===== src/rtl/avatar_pkg.sv =====
// Shared definitions for the avatar motion engine: direction bit indices,
// lookup FSM encoding, direction priority decode and keyboard scan codes.
package avatar_pkg;

  // Bit positions inside each player's 4-bit {up,down,left,right} request nibble
  localparam int DIR_UP    = 3;
  localparam int DIR_DOWN  = 2;
  localparam int DIR_LEFT  = 1;
  localparam int DIR_RIGHT = 0;

  typedef enum logic {
    LK_IDLE = 1'b0,
    LK_REQ  = 1'b1
  } lk_state_t;

  // PS/2 set-2 make codes; the arrow keys follow the E0 extension prefix
  localparam logic [7:0] SC_EXT       = 8'hE0;
  localparam logic [7:0] SC_ARROW_UP  = 8'h75;
  localparam logic [7:0] SC_ARROW_DN  = 8'h72;
  localparam logic [7:0] SC_ARROW_LT  = 8'h6B;
  localparam logic [7:0] SC_ARROW_RT  = 8'h74;
  localparam logic [7:0] SC_KEY_W     = 8'h1D;
  localparam logic [7:0] SC_KEY_S     = 8'h1B;
  localparam logic [7:0] SC_KEY_A     = 8'h1C;
  localparam logic [7:0] SC_KEY_D     = 8'h23;

  // One-hot pick of a single direction, up > down > left > right
  function automatic logic [3:0] dir_pick(input logic [3:0] req);
    dir_pick = 4'b0000;
    if (req[DIR_UP])         dir_pick[DIR_UP]    = 1'b1;
    else if (req[DIR_DOWN])  dir_pick[DIR_DOWN]  = 1'b1;
    else if (req[DIR_LEFT])  dir_pick[DIR_LEFT]  = 1'b1;
    else if (req[DIR_RIGHT]) dir_pick[DIR_RIGHT] = 1'b1;
  endfunction

endpackage


===== src/rtl/motion_tick_gen.sv =====
// Per-player step-rate timer: counts 0..step_period-1 and ticks on the last
// count; a load strobe restarts the count. step_period of 0 behaves as 1.
module motion_tick_gen #(
  parameter int SPEED_W = 28
) (
  input  logic               clk,
  input  logic               reset,
  input  logic [SPEED_W-1:0] step_period,
  input  logic               load,
  output logic               tick
);
  localparam logic [SPEED_W-1:0] ONE = 1;

  logic [SPEED_W-1:0] cnt_q;
  logic [SPEED_W-1:0] last;
  logic               at_end;

  assign last   = (step_period == '0) ? '0 : step_period - ONE;
  // >= so a shortened period mid-count wraps instead of running the full range
  assign at_end = (cnt_q >= last);
  assign tick   = at_end && !load;

  always_ff @(posedge clk) begin
    if (reset)               cnt_q <= '0;
    else if (load || at_end) cnt_q <= '0;
    else                     cnt_q <= cnt_q + ONE;
  end

endmodule


===== src/rtl/avatar_motion_ctrl.sv =====
// Multi-player avatar movement engine with one shared, round-robin wall lookup port.
// Define AVATAR_WRAP_EN for toroidal edge wrapping; otherwise edge exits bump.
//
// state | meaning
// IDLE  | no lookup outstanding; grants the next pending player
// REQ   | wall_rd_req held with a latched cell until wall_rd_valid is sampled
module avatar_motion_ctrl
  import avatar_pkg::*;
#(
  parameter int N_PLAYERS = 2,
  parameter int COORD_W   = 7,
  parameter int SPEED_W   = 28
) (
  input  logic                           clk,
  input  logic                           reset,
  input  logic [COORD_W-1:0]             maze_width,
  input  logic [COORD_W-1:0]             maze_height,
  input  logic [SPEED_W-1:0]             step_period,
  input  logic [4*N_PLAYERS-1:0]         dir_req,
  input  logic [N_PLAYERS-1:0]           load,
  input  logic [COORD_W*N_PLAYERS-1:0]   load_x,
  input  logic [COORD_W*N_PLAYERS-1:0]   load_y,
  output logic                           wall_rd_req,
  output logic [COORD_W-1:0]             wall_rd_x,
  output logic [COORD_W-1:0]             wall_rd_y,
  input  logic                           wall_rd_valid,
  input  logic                           wall_rd_open,
  output logic [COORD_W*N_PLAYERS-1:0]   char_x,
  output logic [COORD_W*N_PLAYERS-1:0]   char_y,
  output logic [N_PLAYERS-1:0]           moved,
  output logic [N_PLAYERS-1:0]           bumped,
  output logic                           busy
);
  localparam int IDX_W = (N_PLAYERS > 1) ? $clog2(N_PLAYERS) : 1;
  localparam logic [COORD_W-1:0] C_ONE = 1;

  lk_state_t            st_q, st_d;
  logic [IDX_W-1:0]     gnt_q, rr_q, pick, idx_b;
  logic                 found, discard_q, done;
  int                   idx;
  logic [COORD_W-1:0]   rd_x_q, rd_y_q;
  logic [N_PLAYERS-1:0] pend, new_pend, req_vec;
  logic [COORD_W-1:0]   cand_x [N_PLAYERS];
  logic [COORD_W-1:0]   cand_y [N_PLAYERS];

  for (genvar p = 0; p < N_PLAYERS; p++) begin : g_pl
    logic               tick, pend_q, mv_q, bp_q, in_b, go, fin, horiz;
    logic [3:0]         dsel;
    logic [COORD_W-1:0] px_q, py_q, tx_q, ty_q, nx, ny;

    motion_tick_gen #(.SPEED_W(SPEED_W)) u_tick (
      .clk         (clk),
      .reset       (reset),
      .step_period (step_period),
      .load        (load[p]),
      .tick        (tick)
    );

    assign horiz = dsel[DIR_LEFT] || dsel[DIR_RIGHT];

    always_comb begin
      dsel = dir_pick(dir_req[4*p +: 4]);
      nx   = px_q;
      ny   = py_q;
      if (dsel[DIR_UP])         ny = py_q - C_ONE;
      else if (dsel[DIR_DOWN])  ny = py_q + C_ONE;
      else if (dsel[DIR_LEFT])  nx = px_q - C_ONE;
      else if (dsel[DIR_RIGHT]) nx = px_q + C_ONE;
`ifdef AVATAR_WRAP_EN
      // only the moving axis wraps; a zero-sized maze still fails in_b below
      if (horiz && nx >= maze_width)
        nx = dsel[DIR_LEFT] ? maze_width - C_ONE : '0;
      if (!horiz && ny >= maze_height)
        ny = dsel[DIR_UP] ? maze_height - C_ONE : '0;
`endif
    end

    assign in_b        = (nx < maze_width) && (ny < maze_height);
    assign go          = tick && (|dsel) && !pend_q;
    assign new_pend[p] = go && in_b;
    assign fin         = done && (gnt_q == IDX_W'(p)) && !discard_q;
    assign pend[p]     = pend_q;
    assign cand_x[p]   = pend_q ? tx_q : nx;
    assign cand_y[p]   = pend_q ? ty_q : ny;

    always_ff @(posedge clk) begin
      if (reset) begin
        px_q   <= '0;
        py_q   <= '0;
        tx_q   <= '0;
        ty_q   <= '0;
        pend_q <= 1'b0;
        mv_q   <= 1'b0;
        bp_q   <= 1'b0;
      end else begin
        mv_q <= 1'b0;
        bp_q <= 1'b0;
        if (load[p]) begin
          px_q   <= load_x[COORD_W*p +: COORD_W];
          py_q   <= load_y[COORD_W*p +: COORD_W];
          pend_q <= 1'b0;
        end else begin
          if (new_pend[p]) begin
            pend_q <= 1'b1;
            tx_q   <= nx;
            ty_q   <= ny;
          end else if (fin) begin
            pend_q <= 1'b0;
          end
          if (fin && wall_rd_open) begin
            px_q <= tx_q;
            py_q <= ty_q;
            mv_q <= 1'b1;
          end
          bp_q <= (go && !in_b) || (fin && !wall_rd_open);
        end
      end
    end

    assign char_x[COORD_W*p +: COORD_W] = px_q;
    assign char_y[COORD_W*p +: COORD_W] = py_q;
    assign moved[p]                     = mv_q;
    assign bumped[p]                    = bp_q;
  end

  // Requests raised this cycle are visible to the arbiter so req rises one cycle after the tick
  assign req_vec = (pend | new_pend) & ~load;

  always_comb begin
    pick  = rr_q;
    found = 1'b0;
    idx   = 0;
    idx_b = '0;
    for (int i = 0; i < N_PLAYERS; i++) begin
      idx   = (int'(rr_q) + i) % N_PLAYERS;
      idx_b = IDX_W'(idx);
      if (!found && req_vec[idx_b]) begin
        pick  = idx_b;
        found = 1'b1;
      end
    end
  end

  assign done = (st_q == LK_REQ) && wall_rd_valid;

  always_comb begin
    st_d = st_q;
    case (st_q)
      LK_IDLE: if (found) st_d = LK_REQ;
      LK_REQ:  if (wall_rd_valid) st_d = LK_IDLE;
      default: st_d = LK_IDLE;
    endcase
  end

  always_ff @(posedge clk) begin
    if (reset) begin
      st_q      <= LK_IDLE;
      gnt_q     <= '0;
      rr_q      <= '0;
      rd_x_q    <= '0;
      rd_y_q    <= '0;
      discard_q <= 1'b0;
    end else begin
      st_q <= st_d;
      if (st_q == LK_IDLE && found) begin
        gnt_q     <= pick;
        rr_q      <= IDX_W'((int'(pick) + 1) % N_PLAYERS);
        rd_x_q    <= cand_x[pick];
        rd_y_q    <= cand_y[pick];
        discard_q <= 1'b0;
      end else if (st_q == LK_REQ && load[gnt_q]) begin
        discard_q <= 1'b1;
      end
    end
  end

  assign wall_rd_req = (st_q == LK_REQ);
  assign wall_rd_x   = rd_x_q;
  assign wall_rd_y   = rd_y_q;
  assign busy        = (|pend) || (st_q == LK_REQ);

endmodule


===== config.mk =====
export PLATFORM = sky130hd
export DESIGN_NAME = avatar_motion_ctrl
export DESIGN_NICKNAME = d
export VERILOG_FILES = /design/src/rtl/avatar_pkg.sv /design/src/rtl/motion_tick_gen.sv /design/src/rtl/avatar_motion_ctrl.sv
export SDC_FILE = /design/constraint.sdc
export NUM_CORES = 1
export LEC_CHECK = 0
export CAP_MARGIN = 20
export CORE_MARGIN = 2
export CORE_UTILIZATION = 50
export CTS_CLUSTER_SIZE = 8
export DETAILED_ROUTE_END_ITERATION = 6
export MAX_ROUTING_LAYER = met4
export PLACE_DENSITY = 0.78
export SYNTH_ARGS = -nofsm -noshare
export SYNTH_HDL_FRONTEND = slang
export SYNTH_SLANG_ARGS = --single-unit

===== constraint.sdc =====
create_clock -name clk -period 9.3 [get_ports clk]
set_clock_uncertainty 0.1 [all_clocks]
set_input_delay 1.86 -clock clk [delete_from_list [all_inputs] [get_ports clk]]
set_output_delay 1.86 -clock clk [all_outputs]
set_load 0.1 [all_outputs]

==> results of run 1 <==
worst max-delay path, cell delays in order:
cell             delay (ps)
clkdlybuf4s50_1         490
or4_4                   610
or4_4                   540
or3_1                   400
nor2_1                  180
nand2_1                 100
nor2_1                  150
xor2_1                  150
nand2_1                  90
ha_1                    350
nand4_1                 110
nor3_1                  310
and3_1                  220
o41ai_1                  80
and3_1                  240
o31ai_1                 930
o211ai_1                520
o221ai_1                310
synthesized netlist by cell type (all sizes together) (8+ instances only):
library cell | number | area [sq um]
nand3 | 33 | 165.2
buf | 10 | 56.30
nor3 | 27 | 135.1
o2111ai | 10 | 87.58
nor2 | 170 | 638.1
nand2 | 115 | 431.7
xor2 | 51 | 446.7
o21ai | 29 | 145.1
xnor2 | 42 | 367.9
o221ai | 9 | 78.83
nand4 | 18 | 112.6
mux2 | 13 | 146.4
ha | 92 | 1151
clkbuf | 39 | 146.4
a21oi | 82 | 410.4
nor4 | 8 | 56.30
mux2i | 56 | 560.5
dfxtp | 136 | 2723
and3 | 20 | 125.1
nand2b | 10 | 70.06
or3 | 16 | 100.1
inv | 48 | 180.2
path summary, 6_finish.rpt:
check | startpoint | endpoint | cells after the start
min reg2reg | g_pl[0].ty_q[2] | g_pl[0].ty_q[2] | 2
max reg2reg | g_pl[0].py_q[0] | wall_rd_y[1] | 12
min | g_pl[0].ty_q[2] | g_pl[0].ty_q[2] | 2
max | step_period[3] | wall_rd_y[1] | 18
power by group:
group          switching (mW)  internal [mW]  total, mW
clock network           0.252          0.385      0.638
registers              0.0128          0.590      0.603
logic                   0.166          0.106      0.272
total                   0.431           1.08       1.51
registers in the layout (all words and copies together), names as in the netlist, 2 cells and up:
register,flops
g_pl.bp_q,2
g_pl.mv_q,2
g_pl.pend_q,2
g_pl.px_q,14
g_pl.py_q,14
g_pl.tx_q,14
g_pl.ty_q,14
g_pl.u_tick.cnt_q,56
wall_rd_x,7
wall_rd_y,7
layer usage:
layer / track usage / routed length, um
met5: - / 0
met4: 0.08158 / 408
met2: 0.3893 / 10880
met3: 0.04026 / 1208
met1: 0.3505 / 11910
cells by family after synthesis:
group,count (synthesis),synth area share
adder cells (fa/ha/maj),92,0.1251
flip-flops,136,0.2959
XOR/XNOR,93,0.08854
multiplexers,69,0.07684
buffers and inverters,97,0.04161
AO/OA/AOI/OAI,200,0.1435
AND/OR/NAND/NOR,452,0.2285
cell type report:
cell class	count	share of cell area
clock buffers	23	0.04272
flip-flops and latches	136	0.2433
diodes	1	0.0002237
multi-input cells	906	0.5447
well taps	229	0.02561
inverters	48	0.01610
clock inverters	8	0.006486
repair buffers	137	0.1208
metrics by stage:
step / cells / hold slack (ps) / util / setup WS, ps
floorplan: 1139 / 340.9 / - / 3139
global placement: 1456 / 356.0 / 0.5900 / 1716
detailed placement: 1456 / 361.9 / 0.5900 / 1592
CTS: 1487 / 370.3 / 0.6206 / 2031
global route: 1488 / 400.6 / 0.6207 / 1433
finish: 1488 / 374.1 / 0.6207 / 1898
==> flow_metrics.py, run 1 <==
metrics = {
    "clock_network": {
        "cts-hold-fix-buffers": 0,
        "cts.repair_timing.setup_buffer_count": 0,
        "tritoncts": "yes",
        "cts_htree_levels": 4,
        "cts_max_path_buffers": 2,
        "clk_pin_slew_worst_paths_ps": 60,
        "cts_inserted_buffers": 17,
        "cts-root-buf": "clkbuf_16",
        "worstSkewPairLatency_ps": 420,
        "cts.sinks": 136,
        "post_cts_resized": 0,
    },
    "yosys": {
        "synthesis.nets": 1315,
        "synth_sequential_area_ratio": 0.2959,
        "syn_inst": 1139,
        "yosys.cell_types.count": 64,
        "yosys_warnings": 0,
        "synthArstFlopShare": 0,
        "synth_edf_count": 0,
        "yosys_most_used_dff": "dfxtp_1",
        "syn-mean-instance-area_sq_um": 8.077,
        "synthesized_cell_area_sq_um": 9200,
        "synth_seq_cells": 136,
    },
    "finish": {
        "commonest_non_fill_non_tap_cells_in_the_layout": "nor2_1 (170), dfxtp_1 (136), clkdlybuf4s50_1 (130)",
        "final_nets": 1422,
        "n_fill_cell": 1593,
        "layout_commonest_cell": "nor2_1",
        "post_route_cells_drive_above_1_share": 0.04928,
        "multi_input_comb_area_sq_um": 6095,
        "final-seq-area_sq_um": 2723,
        "layout.cell_area.non_filler_sq_um": 11190,
        "area_overhead_of_the_layout_relative_to_synthesis_pct": 21.61,
    },
    "floorplanning": {
        "ioPinCount": 132,
        "die_height_um": 139.6,
        "row_count": 49,
        "initial_utilization": 0.5104,
        "die_x_um": 139.6,
        "placeableCoreArea_sq_um": 18020,
        "die_footprint_sq_um": 19500,
    },
    "hold_path": {
        "worstHoldPathType": "register to register",
    },
    "global_route": {
        "antenna_found_initial": 1,
        "grt_pass1_vias": 7921,
        "gr-total-overflow": 0,
        "gr-usage-all-layers": 0.2561,
        "grt_first_pass_wirelength_um": 39670,
        "grt_start_max_net_pins": 73,
    },
    "detailed_routing": {
        "post-route-drc-count": 0,
        "postRouteAntennaNets": 0,
        "routed_via_density": 5.721,
        "drtIter0Drc": 704,
        "postRouteWirelength_um": 24410,
        "route.vias.total": 8513,
        "drt_first_pass_iters": 5,
        "post_drt_wl_per_cell_um": 16.40,
    },
    "sta": {
        "worst-slew-pin-transition_ps": 1099,
        "finalCriticalPeriod_ps": 7402,
        "max_freq_mhz": 135.1,
        "slew_headroom": 0.2610,
        "unrepaired_setup_endpoints_after_global_routing": "no",
        "fin_crit_share": 0.7959,
        "report.final.hold_viol_count": 0,
        "tns_ps": 0,
        "pins_over_slew_limit": 0,
        "setup_viol": 0,
    },
    "placed_design": {
        "dp.final_hpwl_um": 18420,
        "routabilityCongestion": 0.9367,
        "placed_cell_area_sq_um": 10640,
        "place.port_buffers": 131,
    },
    "critical_path": {
        "arrival_ps": 7630,
        "path_max_fanout": 11,
        "setup.reg_to_reg.worst_slack_ps": 4490,
        "worstSetupStartpointType": "input port",
        "criticalPathCategory": "input port to register",
        "cp.required_ps": 9530,
        "setup.worst_path.end_class": "register",
    },
    "run": {
        "max_cap_violations": 0,
    },
    "pwr": {
        "leak_pwr_nw": 4.586,
        "ir_worst_vdd_mv": 0.1458,
        "power_mw": 1.512,
        "total_power_density_per_cell_area_nw_per_um2": 135.2,
    },
    "status": {
        "status": "completed",
    },
}
Power figures use the tool's default switching activity.
==> run 2, diff against run 1 <==
--- a/config.mk
+++ b/config.mk
@@ -11,7 +11,7 @@
 export CTS_CLUSTER_SIZE = 8
 export DETAILED_ROUTE_END_ITERATION = 6
 export MAX_ROUTING_LAYER = met4
-export PLACE_DENSITY = 0.78
+export PLACE_DENSITY = 0.81
 export SYNTH_ARGS = -nofsm -noshare
 export SYNTH_HDL_FRONTEND = slang
 export SYNTH_SLANG_ARGS = --single-unit
==> constraint.sdc (replaced) <==
create_clock -name clk -period 6.2 [get_ports clk]
set_clock_uncertainty 0.1 [all_clocks]
set_input_delay 1.24 -clock clk [delete_from_list [all_inputs] [get_ports clk]]
set_output_delay 1.24 -clock clk [all_outputs]
set_load 0.1 [all_outputs]
==> run 2 against run 1 <==
  * Power increased by 56%
  * Largest power group unchanged
  * Worst setup slack got worse by 1600 ps
  * Global-route usage increased by 0.29 points
  * Combinational power increased by 54%
  * Sequential share of layout area decreased by 0.69 points
  * Critical path depth increased by 1
  * Critical endpoint is now wall_rd_y[0]
==> flow_metrics.py, run 2 (synthesized netlist as in run 1, its figures left out) <==
metrics = {
    "finish": {
        "final-seq-area_sq_um": 2723,
        "final_nets": 1457,
        "area_overhead_of_the_layout_relative_to_synthesis_pct": 25.16,
        "layout_commonest_cell": "nor2_1",
        "multi_input_comb_area_sq_um": 6103,
        "largest_register_ffs": 56,
        "n_antenna_cell": 0,
        "final_core_util": 0.6388,
        "commonest_non_fill_non_tap_cells_in_the_layout": "nor2_1 (170), dfxtp_1 (136), clkdlybuf4s50_1 (130)",
        "n_fill_cell": 1504,
        "regMostFlops": "g_pl.u_tick.cnt_q",
        "post_route_cells_drive_above_1_share": 0.07419,
        "layout.cell_area.non_filler_sq_um": 11510,
    },
    "detailed_routing": {
        "drt_first_pass_iters": 5,
        "routed_via_density": 5.753,
        "route.vias.total": 8762,
        "postRouteAntennaNets": 0,
        "drtIter0Drc": 709,
        "post-route-drc-count": 0,
        "post_drt_wl_per_cell_um": 16.31,
        "postRouteWirelength_um": 24850,
    },
    "placed_design": {
        "routabilityCongestion": 0.9303,
        "place.port_buffers": 131,
        "dp.final_hpwl_um": 18590,
        "placed_cell_area_sq_um": 10920,
    },
    "global_route": {
        "gr-total-overflow": 0,
        "globalRouteMet2Util": 0.4115,
        "groute.layer.met3.usage": 0.03992,
        "grt_busiest_layer": "met2",
        "grt_first_pass_wirelength_um": 40450,
        "grt_met1_use": 0.3458,
        "grt_pass1_vias": 8246,
        "grt_start_max_net_pins": 73,
        "antenna_found_initial": 0,
        "gr-usage-all-layers": 0.2590,
    },
    "pwr": {
        "leak_pwr_nw": 4.785,
        "total_power_density_per_cell_area_nw_per_um2": 204.5,
        "ir_worst_vdd_mv": 0.1909,
        "power_mw": 2.354,
    },
    "clock_network": {
        "worstSkewPairLatency_ps": 430,
        "tritoncts": "yes",
        "cts-root-buf": "clkbuf_16",
        "cts.repair_timing.setup_buffer_count": 0,
        "cts_htree_levels": 4,
        "post_cts_resized": 0,
        "cts.sinks": 136,
        "cts-hold-fix-buffers": 0,
        "clk_pin_slew_worst_paths_ps": 60,
        "cts_max_path_buffers": 2,
        "cts_inserted_buffers": 17,
    },
    "critical_path": {
        "endpoint": "wall_rd_y[0]",
        "setup.reg_to_reg.worst_slack_ps": 2000,
        "arrival_ps": 6150,
        "path_max_fanout": 8,
        "cp.required_ps": 6440,
        "setup.worst_path.end_class": "register",
        "reg2reg_from": "g_pl[0].py_q[0]",
        "crit_start": "step_period[3]",
        "criticalPathCategory": "input port to register",
        "worstSetupStartpointType": "input port",
        "reg2reg_to": "wall_rd_y[0]",
        "r2r_cells": 13,
    },
    "floorplanning": {
        "die_height_um": 139.6,
        "die_footprint_sq_um": 19500,
        "placeableCoreArea_sq_um": 18020,
        "row_count": 49,
        "ioPinCount": 132,
        "die_x_um": 139.6,
        "initial_utilization": 0.5104,
    },
    "sta": {
        "finalCriticalPeriod_ps": 5904,
        "report.final.hold_viol_count": 0,
        "worst-slew-pin-transition_ps": 1052,
        "unrepaired_setup_endpoints_after_global_routing": "no",
        "setup_viol": 0,
        "pins_over_slew_limit": 0,
        "fin_crit_share": 0.9522,
        "max_freq_mhz": 169.4,
        "slew_headroom": 0.2966,
    },
    "hold_path": {
        "worstHoldPathType": "register to register",
        "timing.hold.worst_path_depth": 1,
    },
    "status": {
        "status": "completed",
    },
    "run": {
        "max_cap_violations": 0,
    },
}
run 2: final cells by class:
type,count,share of cell area
Clock buffer,23,0.04064
Inverter,48,0.01565
Tap cell,229,0.02488
Multi-Input combinational cell,907,0.5300
Clock inverter,9,0.01065
Timing Repair Buffer,171,0.1417
Sequential cell,136,0.2364
run 2: critical path, stage by stage:
cell	delay (ps)
clkdlybuf4s50_1	420
or4_4	550
or4_4	500
or3_1	370
nor2_1	160
nand2_1	90
nor2_1	140
xor2_1	170
nand2_1	100
ha_1	310
nand4_1	120
nor3_1	310
and3_1	200
o41ai_1	80
and3_1	230
o31ai_1	410
buf_4	210
o211ai_1	270
o221ai_1	280
run 2: per-layer routing:
| metal | wire [um] | part of all wire |
|---|---|---|
| met5 | 0 | 0 |
| met4 | 431 | 0.017 |
| met3 | 1539 | 0.062 |
| met2 | 11400 | 0.46 |
| met1 | 11480 | 0.46 |
run 2: power by group:
group          internal (mW)  switching [mW]
Combinational          0.166           0.253
Sequential             0.886          0.0194
Clock                  0.650           0.380
Total                   1.70           0.653
run 2: how the worst min path moves through the flow:
stage | startpoint | to | slack (ps)
6_report | g_pl[1].u_tick.cnt_q[0] | g_pl[1].u_tick.cnt_q[0] | 380
5_1_grt | g_pl[0].tx_q[1] | g_pl[0].tx_q[1] | 390
4_1_cts | g_pl[0].tx_q[1] | g_pl[0].tx_q[1] | 380
3_5_place_dp | g_pl[0].tx_q[1] | g_pl[0].tx_q[1] | 380
3_3_place_gp | g_pl[1].u_tick.cnt_q[0] | g_pl[1].u_tick.cnt_q[0] | 360
2_1_floorplan | g_pl[0].u_tick.cnt_q[0] | g_pl[0].u_tick.cnt_q[0] | 340
run 2: metrics by stage:
stage	hold WS (ps)	std cells	worst slack (ps)	setup TNS, ps
after global placement	363.8	1490	-71.63	-609.5
after CTS	382.8	1522	289.2	0
after global routing	392.4	1523	5.512	0
final	382.2	1523	296.1	0
after detailed placement	375.0	1490	-132.8	-1102
after floorplan	340.9	1139	658.9	0
